==> src/rtl/led_sequencer.sv <==
// led_sequencer: debounced push-button front end and mode FSM that sequences
// the 3-bit address and signal input of the 7-output LED demux.
//
// state  | meaning
// -------+------------------------------------------------------------
// MANUAL | step press moves addr one place in dir, wrapping 0<->6
// CHASE  | timer tick moves addr one place in dir, wrapping 0<->6
// BOUNCE | timer tick moves addr, reversing dir at 0 and 6
// OFF    | signal low; addr, dir frozen; timer held at 0
module led_sequencer #(
    parameter int unsigned DEB_CYCLES = 120000,
    parameter int unsigned STEP_DIV   = 1500000
) (
    input  logic       CLK,
    input  logic       RST,
    input  logic       btn_mode,
    input  logic       btn_step,
    input  logic       btn_dir,
    output logic [2:0] addr,
    output logic       signal,
    output logic [1:0] mode,
    output logic       step_pulse
);

    localparam int unsigned CW = (DEB_CYCLES > 1) ? $clog2(DEB_CYCLES) : 1;
    localparam int unsigned TW = $clog2(STEP_DIV);
    localparam logic [CW-1:0] DEB_LAST   = CW'(DEB_CYCLES - 1);
    localparam logic [TW-1:0] TIMER_LAST = TW'(STEP_DIV - 1);

    localparam int BTN_MODE = 0;
    localparam int BTN_STEP = 1;
    localparam int BTN_DIR  = 2;

    typedef enum logic [1:0] {
        MODE_MANUAL = 2'd0,
        MODE_CHASE  = 2'd1,
        MODE_BOUNCE = 2'd2,
        MODE_OFF    = 2'd3
    } mode_e;

    logic [2:0]         btn_raw;
    logic [2:0]         sync1_q;
    logic [2:0]         sync2_q;
    logic [2:0]         deb_q;
    logic [2:0]         deb_d;
    logic [2:0]         deb_prev_q;
    logic [2:0]         press_q;
    logic [2:0]         press_d;
    logic [2:0][CW-1:0] deb_cnt_q;
    logic [2:0][CW-1:0] deb_cnt_d;

    logic mode_press;
    logic step_press;
    logic dir_press;

    mode_e mode_q;
    mode_e mode_d;

    logic dir_en;
    logic timer_run;
    logic bounce_mode;
    logic step_src;
    logic step_take;
    logic dir_flip;
    logic dir_tgl;

    logic [TW-1:0] timer_q;
    logic [TW-1:0] timer_d;
    logic [2:0]    addr_q;
    logic [2:0]    addr_d;
    logic          dir_q;
    logic          dir_d;
    logic          step_pulse_q;
    logic          step_pulse_d;
    logic          signal_q;
    logic          signal_d;

    assign btn_raw = {btn_dir, btn_step, btn_mode};

    // Debounce: the accepted level follows the synchronized level only after
    // DEB_CYCLES consecutive disagreeing cycles; any agreement restarts it.
    always_comb begin
        deb_d     = deb_q;
        deb_cnt_d = '0;
        for (int i = 0; i < 3; i++) begin
            if (sync2_q[i] != deb_q[i]) begin
                if (deb_cnt_q[i] == DEB_LAST) begin
                    deb_d[i] = sync2_q[i];
                end else begin
                    deb_cnt_d[i] = deb_cnt_q[i] + CW'(1);
                end
            end
        end
        press_d = deb_q & ~deb_prev_q;
    end

    always_ff @(posedge CLK) begin
        if (RST) begin
            sync1_q    <= '0;
            sync2_q    <= '0;
            deb_q      <= '0;
            deb_prev_q <= '0;
            press_q    <= '0;
            deb_cnt_q  <= '0;
        end else begin
            sync1_q    <= btn_raw;
            sync2_q    <= sync1_q;
            deb_q      <= deb_d;
            deb_prev_q <= deb_q;
            press_q    <= press_d;
            deb_cnt_q  <= deb_cnt_d;
        end
    end

    assign mode_press = press_q[BTN_MODE];
    assign step_press = press_q[BTN_STEP];
    assign dir_press  = press_q[BTN_DIR];

    always_ff @(posedge CLK) begin
        if (RST) begin
            mode_q <= MODE_MANUAL;
        end else begin
            mode_q <= mode_d;
        end
    end

    always_comb begin
        mode_d = mode_q;
        if (mode_press) begin
            unique case (mode_q)
                MODE_MANUAL: mode_d = MODE_CHASE;
                MODE_CHASE:  mode_d = MODE_BOUNCE;
                MODE_BOUNCE: mode_d = MODE_OFF;
                MODE_OFF:    mode_d = MODE_MANUAL;
            endcase
        end
    end

    always_comb begin
        dir_en      = 1'b0;
        timer_run   = 1'b0;
        bounce_mode = 1'b0;
        step_src    = 1'b0;
        unique case (mode_q)
            MODE_MANUAL: begin
                dir_en   = 1'b1;
                step_src = step_press;
            end
            MODE_CHASE: begin
                dir_en    = 1'b1;
                timer_run = 1'b1;
                step_src  = (timer_q == TIMER_LAST);
            end
            MODE_BOUNCE: begin
                dir_en      = 1'b1;
                timer_run   = 1'b1;
                bounce_mode = 1'b1;
                step_src    = (timer_q == TIMER_LAST);
            end
            MODE_OFF: begin
                dir_en = 1'b0;
            end
        endcase
    end

    // A mode change suppresses any step in the same cycle and restarts the timer.
    always_comb begin
        step_take = step_src & ~mode_press;
        dir_flip  = dir_en & dir_press;
        dir_tgl   = dir_q ^ dir_flip;
        signal_d  = (mode_d != MODE_OFF);

        if (mode_press || !timer_run || (timer_q == TIMER_LAST)) begin
            timer_d = '0;
        end else begin
            timer_d = timer_q + TW'(1);
        end

        addr_d       = addr_q;
        dir_d        = dir_tgl;
        step_pulse_d = step_take;
        if (step_take) begin
            // Endpoint reversal is judged on the pre-toggle direction; a dir
            // press arriving together then flips the reversed direction.
            if (bounce_mode && ((addr_q == 3'd6 && !dir_q) || (addr_q == 3'd0 && dir_q))) begin
                addr_d = dir_q ? 3'd1 : 3'd5;
                dir_d  = ~dir_q ^ dir_flip;
            end else if (!dir_tgl) begin
                if (addr_q >= 3'd6) begin
                    addr_d = bounce_mode ? 3'd5 : 3'd0;
                    if (bounce_mode) begin
                        dir_d = 1'b1;
                    end
                end else begin
                    addr_d = addr_q + 3'd1;
                end
            end else begin
                if (addr_q == 3'd0) begin
                    addr_d = bounce_mode ? 3'd1 : 3'd6;
                    if (bounce_mode) begin
                        dir_d = 1'b0;
                    end
                end else if (addr_q == 3'd7) begin
                    addr_d = 3'd6;
                end else begin
                    addr_d = addr_q - 3'd1;
                end
            end
        end
    end

    always_ff @(posedge CLK) begin
        if (RST) begin
            timer_q      <= '0;
            addr_q       <= 3'd0;
            dir_q        <= 1'b0;
            step_pulse_q <= 1'b0;
            signal_q     <= 1'b1;
        end else begin
            timer_q      <= timer_d;
            addr_q       <= addr_d;
            dir_q        <= dir_d;
            step_pulse_q <= step_pulse_d;
            signal_q     <= signal_d;
        end
    end

    assign addr       = addr_q;
    assign signal     = signal_q;
    assign mode       = mode_q;
    assign step_pulse = step_pulse_q;

endmodule

==> config.mk <==
export PLATFORM = sky130hd
export DESIGN_NAME = led_sequencer
export DESIGN_NICKNAME = d
export VERILOG_FILES = /design/src/rtl/led_sequencer.sv
export SDC_FILE = /design/constraint.sdc
export NUM_CORES = 1
export LEC_CHECK = 0
export BUFFER_PORTS_ARGS = -buffer_cell sky130_fd_sc_hd__buf_2
export CAP_MARGIN = 20
export CELL_PAD_IN_SITES_DETAIL_PLACEMENT = 1
export CELL_PAD_IN_SITES_GLOBAL_PLACEMENT = 1
export CORE_ASPECT_RATIO = 1.1
export CORE_UTILIZATION = 35
export CTS_BUF_LIST = sky130_fd_sc_hd__clkbuf_8 sky130_fd_sc_hd__clkbuf_16
export DETAILED_ROUTE_END_ITERATION = 12
export HOLD_SLACK_MARGIN = 0.05
export MAX_ROUTING_LAYER = met4
export PLACE_DENSITY_LB_ADDON = 0.1
export SLEW_MARGIN = 20
export SYNTH_ARGS = -nofsm -noshare
export SYNTH_HDL_FRONTEND = slang
export SYNTH_SLANG_ARGS = --single-unit
==> constraint.sdc <==
create_clock -name CLK -period 3.25 [get_ports CLK]
set_clock_uncertainty 0.05 [all_clocks]
set_input_delay 0.1625 -clock CLK [delete_from_list [all_inputs] [get_ports CLK]]
set_output_delay 0.1625 -clock CLK [all_outputs]
set_load 0.02 [all_outputs]
# Yosys cells after proc, flatten, opt, wreduce, memory -nomap -nowiden
# Cells that the tools add are included.
totals:
  reg_bits: 95
  word_cells: 87
  out_inout_bits: 7
op_classes:
  bitwise_logic: 11
  n_addsub: 6
  order_cmp: 1
  reduce_logical: 19
  eq_ne: 13
  mux: 21
ops:
  columns: ["op", "n"]
  rows:
  - ["17-bit by 1-bit adder with 17-bit output (second input constant)", 3]
  - ["17-bit equality test (second input constant)", 3]
  - ["3-bit two-way mux", 8]
  - ["21-bit by 1-bit adder with 21-bit output (second input constant)", 1]
  - ["21-bit equality test (second input constant)", 1]
  - ["3-bit OR reduction", 4]
  - ["1-bit two-way mux", 9]
  - ["2-bit one-hot mux with 4 select lines", 1]
  - ["3-bit equality test (second input constant)", 2]
  - ["2-bit AND reduction", 3]
  - ["1-bit inverter", 5]
  - ["2-bit equality test (second input constant)", 2]
  - ["1-bit one-hot mux with 2 select lines", 2]
  - ["2-bit OR reduction", 2]
  - ["3-bit by 1-bit adder with 3-bit output (second input constant)", 1]
  - ["3-bit AND", 1]
  - ["3-bit greater-or-equal comparator (second input constant)", 1]
  - ["1-bit logical AND", 3]
  - ["3-bit logical NOT", 1]
  - ["1-bit logical OR", 3]
  - ["1-bit inequality test", 3]
  - ["3-bit inverter", 1]
  - ["3-bit by 1-bit subtractor with 3-bit output (second input constant)", 1]
  - ["1-bit AND", 2]
  - ["other kinds (6)", 8]

# Longest topological paths before layout
# Gate-level depths: netlist of run 1.
logic_depth:
  depth_word: 8
  ltp_mapped: 8

# Worst setup path before layout of run 1
# Ideal clock, no wire load.
synth_timing:
  path_type: "reg-to-reg"
  startpoint: "register mode_q[0], in the netlist mode[0]"
  endpoint: "register addr_q[0], in the netlist addr[0]"
  synth_period_minus_slack_ns: 1.955
  arrival_time_ns: 1.791
  setup_time_ns: 0.115
  path_stages_with_launch: 7
  required_time_ns: 3.085
  setup_slack_ns: 1.295
  path_buffers: 0
  cell_sequence: "dfxtp_1 > ha_1 > nand2b_1 > xnor2_1 > mux2i_1 > o221ai_1 > o21a_1"
synth_via:
  elab_chain_cells: 7
  word_cells_on_any_way: 19
  cone_classes: "3 x eq/ne; 9 x mux; 3 x bitwise; 4 x reduce/logical"
synth_lines:
  columns: ["item", "line_no", "text"]
  rows:
  - ["from (decl)", "56", "mode_e mode_q;"]
  - ["from (signal assigned)", "123", "mode_q <= mode_d;"]
  - ["2-bit equality test, or another cell as far along", "144", "unique case (mode_q)"]
  - ["3-bit OR reduction (no source line)", null, null]
  - ["1-bit one-hot mux with 2 select lines", "144", null]
  - ["1-bit AND", "169", "dir_flip = dir_en & dir_press;"]
  - ["1-bit bitwise XOR", "170", "dir_tgl = dir_q ^ dir_flip;"]
  - ["3-bit two-way mux", "188", "end else if (!dir_tgl) begin"]
  - ["3-bit two-way mux", "185", "if (bounce_mode && ((addr_q == 3'd6 && !dir_q) || (addr_q == 3'd0 && dir_q))) begin"]
  - ["to (signal assigned)", "221", "addr_q <= addr_d;"]
  - ["to (decl)", "69", "logic [2:0] addr_q;"]
# Parallel ways exist; a longest one is shown, timed or not.
# A chain may end at the register's enable or synchronous reset.

# Worst setup path after layout of run 1
# Same ends and word-level chain as after synthesis.

==> summary.md, run 1 <==
| Metric | Value |
|---|---|
| Starting Density | `36.30%` |
| Post-synthesis sequential area ratio | `45.18%` |
| R2R Path Start | `mode[0]$_SDFF_PP0_` |
| Number of global-route vias before repair | `3093` |
| Final setup fails | `0` |
| Sequential share of power | `52.0%` |
| Slew margin rel. | `49.48%` |
| # diodes | `0` |
| First-pass GRT wire length | `14300 um` |
| RSZ-0062 raised after global routing | `false` |
| RR Endpoint | `addr[0]$_SDFFE_PP0P_` |
| Crit Path Max Fanout | `9` |
| Synth Area in XOR/XNOR | `14.36%` |
| Syn_area_per_cell | `9.230 um^2` |
| Post-route DRC | `0` |
| Ranking of synthesized cells by area | `dfxtp_1, xor2_1, nor2_1` |
| Die footprint | `12470 um^2` |
| Critical Path AT | `2.29 ns` |
| Drt pass-1 iters | `4` |
| Top FF cell, synth | `dfxtp_1` |
| Final Hold Fails | `0` |
| Ys Warns | `0` |
| Post-CTS setup buffer count | `0` |
| Max Cap Violations | `0` |
| Clk slew on worst S/H paths | `0.06 ns` |
| Flops & latches, synth | `95` |
| Cell taking the most area after synthesis | `dfxtp_1` |
| Cell area after synthesis | `4209 um^2` |
| Worst hold path depth | `2` |
| Clock network fraction of design power | `47.1%` |
| Highest clock rate | `475.1 MHz` |
| Placed cell count | `603` |
| Worst hold path class | `primary input to flop` |
| Length in cells of the worst reg-to-reg path | `6` |
| Core area | `11590 um^2` |
| Simple-gate share of the synthesized area | `28.18%` |
| Final Max Slew Viols | `0` |
| Largest family of logic cells by synthesized area | `simple AND/OR/NAND/NOR gates` |
| Kind of critical path | `flop to flop` |
| Power Internal | `1.789 mW` |
| Placer congestion estimate | `0.7392` |
| Clock Latency Late Sink | `0.34 ns` |
| Final hold slack | `0.2295 ns` |
| Final Critical Period | `2.105 ns` |
| Crit. Startpoint | `mode[0]$_SDFF_PP0_` |
| Synth Instances | `456` |
| Hold_sp | `RST` |
| Share of cells above drive strength 1 | `7.839%` |
| Post-synthesis async set-or-reset flop share | `0%` |
| Drt wl/cell | `13.11 um` |
| DR vias | `3066` |
| Area added between synthesis and finish | `11.59%` |
| Fin crit share | `64.76%` |
| Total clock buffers created by CTS | `9` |
| Commonest cells in the netlist | `dfxtp_1, nor2_1, xor2_1` |
| Startpoint Class | `flop` |
| Non-filler cells, final | `622` |
| Most common cell in the netlist | `dfxtp_1` |
| Largest net degree at the start of global routing | `26` |
| Top-area cell type share of the netlist area | `45.18%` |
| Yosys cell types | `44` |
| TritonCTS clock tree | `done` |
| Mux cell area share after synthesis | `1.902%` |
| Hold-fix buffers, CTS | `3` |
| Setup_tns | `0 ns` |
| Routed Antenna Nets | `0` |
| Post-Syn Nets | `473` |
| Total wire length | `8152 um` |
| Status | `complete, no violations` |
| # rows | `41` |
| Power share of the combinational group | `0.9%` |
| Register-to-register setup slack | `1.15 ns` |
| Switching fraction of total power | `20.59%` |
| Die Y | `117.0 um` |
| Crit path required time | `3.44 ns` |
| WHS Endpoint | `step_pulse$_SDFF_PP0_` |
| Crit path capture type | `flop` |
| Sinks on Clock Net | `95` |
| Power per cell area | `479.8 nW/um^2` |
| Synth Area in Adders | `3.567%` |
| H-tree Lvls | `3` |
| Initial antenna violation count | `0` |
| Leak pwr | `1.566 nW` |
| Vias per cell | `4.929` |
| IO buf count | `11` |
| I/O pin count | `12` |
| DRT iter0 DRCs | `77` |
| Post-detailed-placement half-perimeter wirelength | `5588 um` |
| CTS resizes | `0` |
| Total Nets Final | `484` |
| Die W | `106.6 um` |
| Switching pwr | `0.4640 mW` |
| Total GRT Usage | `14.92%` |
| Worst Max-Slew Pin Slew | `0.7525 ns` |
| CTS root buf | `clkbuf_16` |
| Compound-Gate Fraction of Synth Area | `3.627%` |
| Post-synth EDFFs | `0` |
| CTS Buffer Depth | `2` |
| Worst vdd ir | `0.0001846 V` |
| Gr ovfl total | `0` |
routing by layer:
metal | wire [um] | track usage (%) | vias up | share of wire, %
li1 | - | - | 1561 | -
met1 | 4229 | 18.92 | 1472 | 52
met2 | 3596 | 22.84 | 23 | 44
met3 | 192 | 3.322 | 10 | 2.4
met4 | 133 | 6.575 | 0 | 1.6
met5 | 0 | - | - | 0
worst max-delay path by stage:
stage / depth (start not counted) / end
6_report: 6 / addr[0]$_SDFFE_PP0P_
5_1_grt: 5 / deb_cnt_q[36]$_SDFF_PP0_
4_1_cts: 6 / addr[0]$_SDFFE_PP0P_
3_5_place_dp: 6 / addr[0]$_SDFFE_PP0P_
3_3_place_gp: 6 / addr[0]$_SDFFE_PP0P_
2_1_floorplan: 6 / addr[0]$_SDFFE_PP0P_
stage by stage:
stage                     instance area, um^2  setup WS, ns  utilization, %  power (mW)
final                                    4697         1.145           40.51       2.253
after global routing                     4697        0.9608           40.51       2.352
after CTS                                4697         1.122           40.51       2.301
after detailed placement                 4367         1.139           37.66       1.217
after global placement                   4367         1.171           37.66       1.216
after floorplan                          4209         1.295               -       1.212
logic make-up after synthesis:
logic type	count (synthesis)
AO/OA/AOI/OAI	17
XOR/XNOR	69
adder cells (fa/ha/maj)	12
buffers and inverters	27
flip-flops	95
multiplexers	8
AND/OR/NAND/NOR	228
placed cells by master (no fill, tap or decap), drive strengths merged, types with 10 or more instances in the layout:
cell    instances
nand4          19
dfxtp          95
nand2          23
nor2b          14
xor2           41
xnor2          28
ha             12
inv            14
nand3          31
nor2           90
buf            11
clkbuf         10
worst max-delay path, stage by stage, from the launching register on:
cell	delay, ns
dfxtp_1	0.36
ha_1	0.24
nand2b_1	0.17
xnor2_1	0.61
mux2i_1	0.27
o221ai_1	0.14
o21a_1	0.18
power groups by stage:
stage / Combinational [mW] / Sequential, mW / Clock [mW]
2_1_floorplan: 0.0151 / 1.20 / 0
3_3_place_gp: 0.0190 / 1.20 / 0
3_5_place_dp: 0.0191 / 1.20 / 0
4_1_cts: 0.0220 / 1.17 / 1.11
5_1_grt: 0.0244 / 1.17 / 1.16
6_report: 0.0214 / 1.17 / 1.06
flip-flops by register name (all words and copies together) (netlist names), 3 cells and up:
name / flops
deb_q: 3
addr: 3
press_q: 3
deb_cnt_q: 51
timer_q: 21
deb_prev_q: 3
sync1_q: 3
sync2_q: 3
area by class of cell:
| cell class | instances | area (um^2) |
|---|---|---|
| clock buffer | 10 | 239.0 |
| clock inverter | 6 | 61.31 |
| fill | 1388 | 6897 |
| inverter | 13 | 48.80 |
| multi-input combinational | 334 | 2173 |
| sequential | 95 | 1902 |
| tap | 150 | 187.7 |
| timing repair buffer | 14 | 85.08 |
No activity file was read; power rests on OpenSTA's default activity.
==> run 2, diff against run 1 <==
==> constraint.sdc (replaced) <==
create_clock -name CLK -period 2.1 [get_ports CLK]
set_clock_uncertainty 0.05 [all_clocks]
set_input_delay 0.105 -clock CLK [delete_from_list [all_inputs] [get_ports CLK]]
set_output_delay 0.105 -clock CLK [all_outputs]
set_load 0.02 [all_outputs]
==> run 2 against run 1 <==
- sequential power up 55%
- count of clock-buffer cells in the layout unchanged
- critical path type unchanged
- largest power group unchanged
- via count hardly changed
- total power rose by 62%
- global-route usage increased by 0.41 points
- flip-flop and latch count unchanged
- cell area up 3.4%
- sequential share of layout area down 1.3 points
- hold slack got worse by 0.17 ns
- clock power rose by 71%
- worst setup slack got worse by 0.98 ns
==> summary.md, run 2 (synthesis results as in run 1) <==
| Metric | Value |
|---|---|
| # diodes | `0` |
| TritonCTS clock tree | `done` |
| Total GRT Usage | `15.34%` |
| Number of flip-flops in the largest register | `51` |
| Share of cells above drive strength 1 | `10.52%` |
| DRT iter0 DRCs | `108` |
| Worst vdd ir | `0.0003556 V` |
| Critical path cell sequence | `or4_4 > nor4_4 > a31oi_4 > mux2i_1 > a211oi_1` |
| Sinks on Clock Net | `95` |
| # rows | `41` |
| Post-layout util | `41.88%` |
| Total wire length | `8434 um` |
| Leak pwr | `1.659 nW` |
| Total clock buffers created by CTS | `9` |
| Vias per cell | `4.825` |
| Total Nets Final | `497` |
| Clk slew on worst S/H paths | `0.07 ns` |
| WHS Endpoint | `deb_q[0]$_SDFFE_PP0P_` |
| Final Hold Fails | `0` |
| R2R Path Start | `timer_q[16]$_SDFF_PP0_` |
| Core area | `11590 um^2` |
| DR vias | `3064` |
| Length in cells of the worst reg-to-reg path | `5` |
| Critical Path AT | `2.15 ns` |
| RSZ-0062 raised after global routing | `false` |
| CTS root buf | `clkbuf_16` |
| Status | `complete, no violations` |
| Commonest non-fill, non-tap cell in the layout | `dfxtp_1` |
| Largest net degree at the start of global routing | `20` |
| Die footprint | `12470 um^2` |
| Clock Latency Late Sink | `0.35 ns` |
| Largest registers | `deb_cnt_q: 51 flops, timer_q: 21 flops` |
| Final Critical Period | `1.938 ns` |
| Slew margin rel. | `63.01%` |
| Area added between synthesis and finish | `15.37%` |
| Post-detailed-placement half-perimeter wirelength | `5862 um` |
| Max Cap Violations | `0` |
| Register-to-register setup slack | `0.16 ns` |
| Initial antenna violation count | `0` |
| Filler cells | `1377` |
| Routed Antenna Nets | `0` |
| Crit path capture type | `flop` |
| Worst hold path depth | `2` |
| Hold_sp | `RST` |
| IO buf count | `11` |
| Drt pass-1 iters | `4` |
| Most frequent cells in the layout | `dfxtp_1, nor2_1, xor2_1` |
| Starting Density | `36.30%` |
| Power per cell area | `753.3 nW/um^2` |
| Startpoint Class | `flop` |
| Setup_tns | `0 ns` |
| Number of global-route vias before repair | `3082` |
| Post-route DRC | `0` |
| Final Max Slew Viols | `0` |
| CP peak stage delay | `0.56 ns` |
| Final setup fails | `0` |
| Design area | `4856 um^2` |
| Top reg by flops | `deb_cnt_q` |
| Multi-input logic area | `2178 um^2` |
| Placer congestion estimate | `0.7438` |
| H-tree Lvls | `3` |
| RR Endpoint | `dir_q$_SDFF_PP0_` |
| Worst hold path class | `primary input to flop` |
| Fin crit share | `92.30%` |
| Gr ovfl total | `0` |
| CTS Buffer Depth | `2` |
| Die Y | `117.0 um` |
| Drt wl/cell | `13.28 um` |
| Area occupied by registers | `1902 um^2` |
| Worst Max-Slew Pin Slew | `0.5536 ns` |
| Slowest CP cell | `or4_4` |
| Die W | `106.6 um` |
| I/O pin count | `12` |
| Kind of critical path | `flop to flop` |
| Highest clock rate | `515.9 MHz` |
| First-pass GRT wire length | `14590 um` |
| Total power | `3.658 mW` |
| Placed cell area | `4482 um^2` |
| Crit Path Max Fanout | `7` |
| Crit path required time | `2.31 ns` |
## run 2: cell types whose count changed in the layout (fill, tap and decap cells not counted), sizes merged
cell / before / now
bufinv: 1 / 2
clkinvlp: 3 / 2
buf: 11 / 24
## run 2: area by class of cell
type	instances	area share (%)
inverter	13	1.005
clock buffer	10	4.921
sequential	95	39.17
multi-input combinational	334	44.86
clock inverter	6	1.907
timing repair buffer	27	4.277
tap	150	3.865
## run 2: how the worst max path moves through the flow
stage                                  from                 endpoint  slack [ns]  cells past startpoint
finish               timer_q[16]$_SDFF_PP0_         dir_q$_SDFF_PP0_        0.16                      5
global route         timer_q[16]$_SDFF_PP0_         dir_q$_SDFF_PP0_        0.02                      5
CTS                   timer_q[0]$_SDFF_PP0_   timer_q[12]$_SDFF_PP0_        0.17                      6
detailed placement    timer_q[0]$_SDFF_PP0_   timer_q[13]$_SDFF_PP0_        0.17                      6
global placement    deb_cnt_q[0]$_SDFF_PP0_  deb_cnt_q[4]$_SDFF_PP0_        0.23                      6
floorplan                mode[0]$_SDFF_PP0_     addr[0]$_SDFFE_PP0P_        0.14                      6
## run 2: critical path, delay by kind of cell, from the launching register on
family,cells,cell delay (ns)
DFF,1,0.35
muxes,1,0.16
AOI/OAI and AO/OA,2,0.39
and+or+nand+nor,2,0.91
## run 2: repair_timing
action / CTS / global route
setup buffers: 0 / 1
hold buffers: 3 / 0
hold endpoints to repair: 3 / 0
endpoints found under the setup margin: 0 / 20
gates resized for setup: 0 / 1
## run 2: through the flow
stage          setup slack (ns)  hold slack, ns  cells
2_1_floorplan            0.1445          0.1341    456
3_3_place_gp             0.2320          0.2888    615
4_1_cts                  0.1723         0.05766    634
5_1_grt                 0.02185         0.07027    635
3_5_place_dp             0.1713          0.2865    615
6_report                 0.1617         0.06026    635
## run 2: power breakdown
part           internal, mW  switching [mW]
Sequential             1.81         0.00352
Combinational        0.0181          0.0224
Clock                  1.08           0.724
## run 2: metal layers
layer  part of all wire (%)  global-route usage (%)
met3                    1.6                   2.492
met2                     45                   23.61
met4                    2.4                   7.945
met5                      0                       -
met1                     51                   19.47
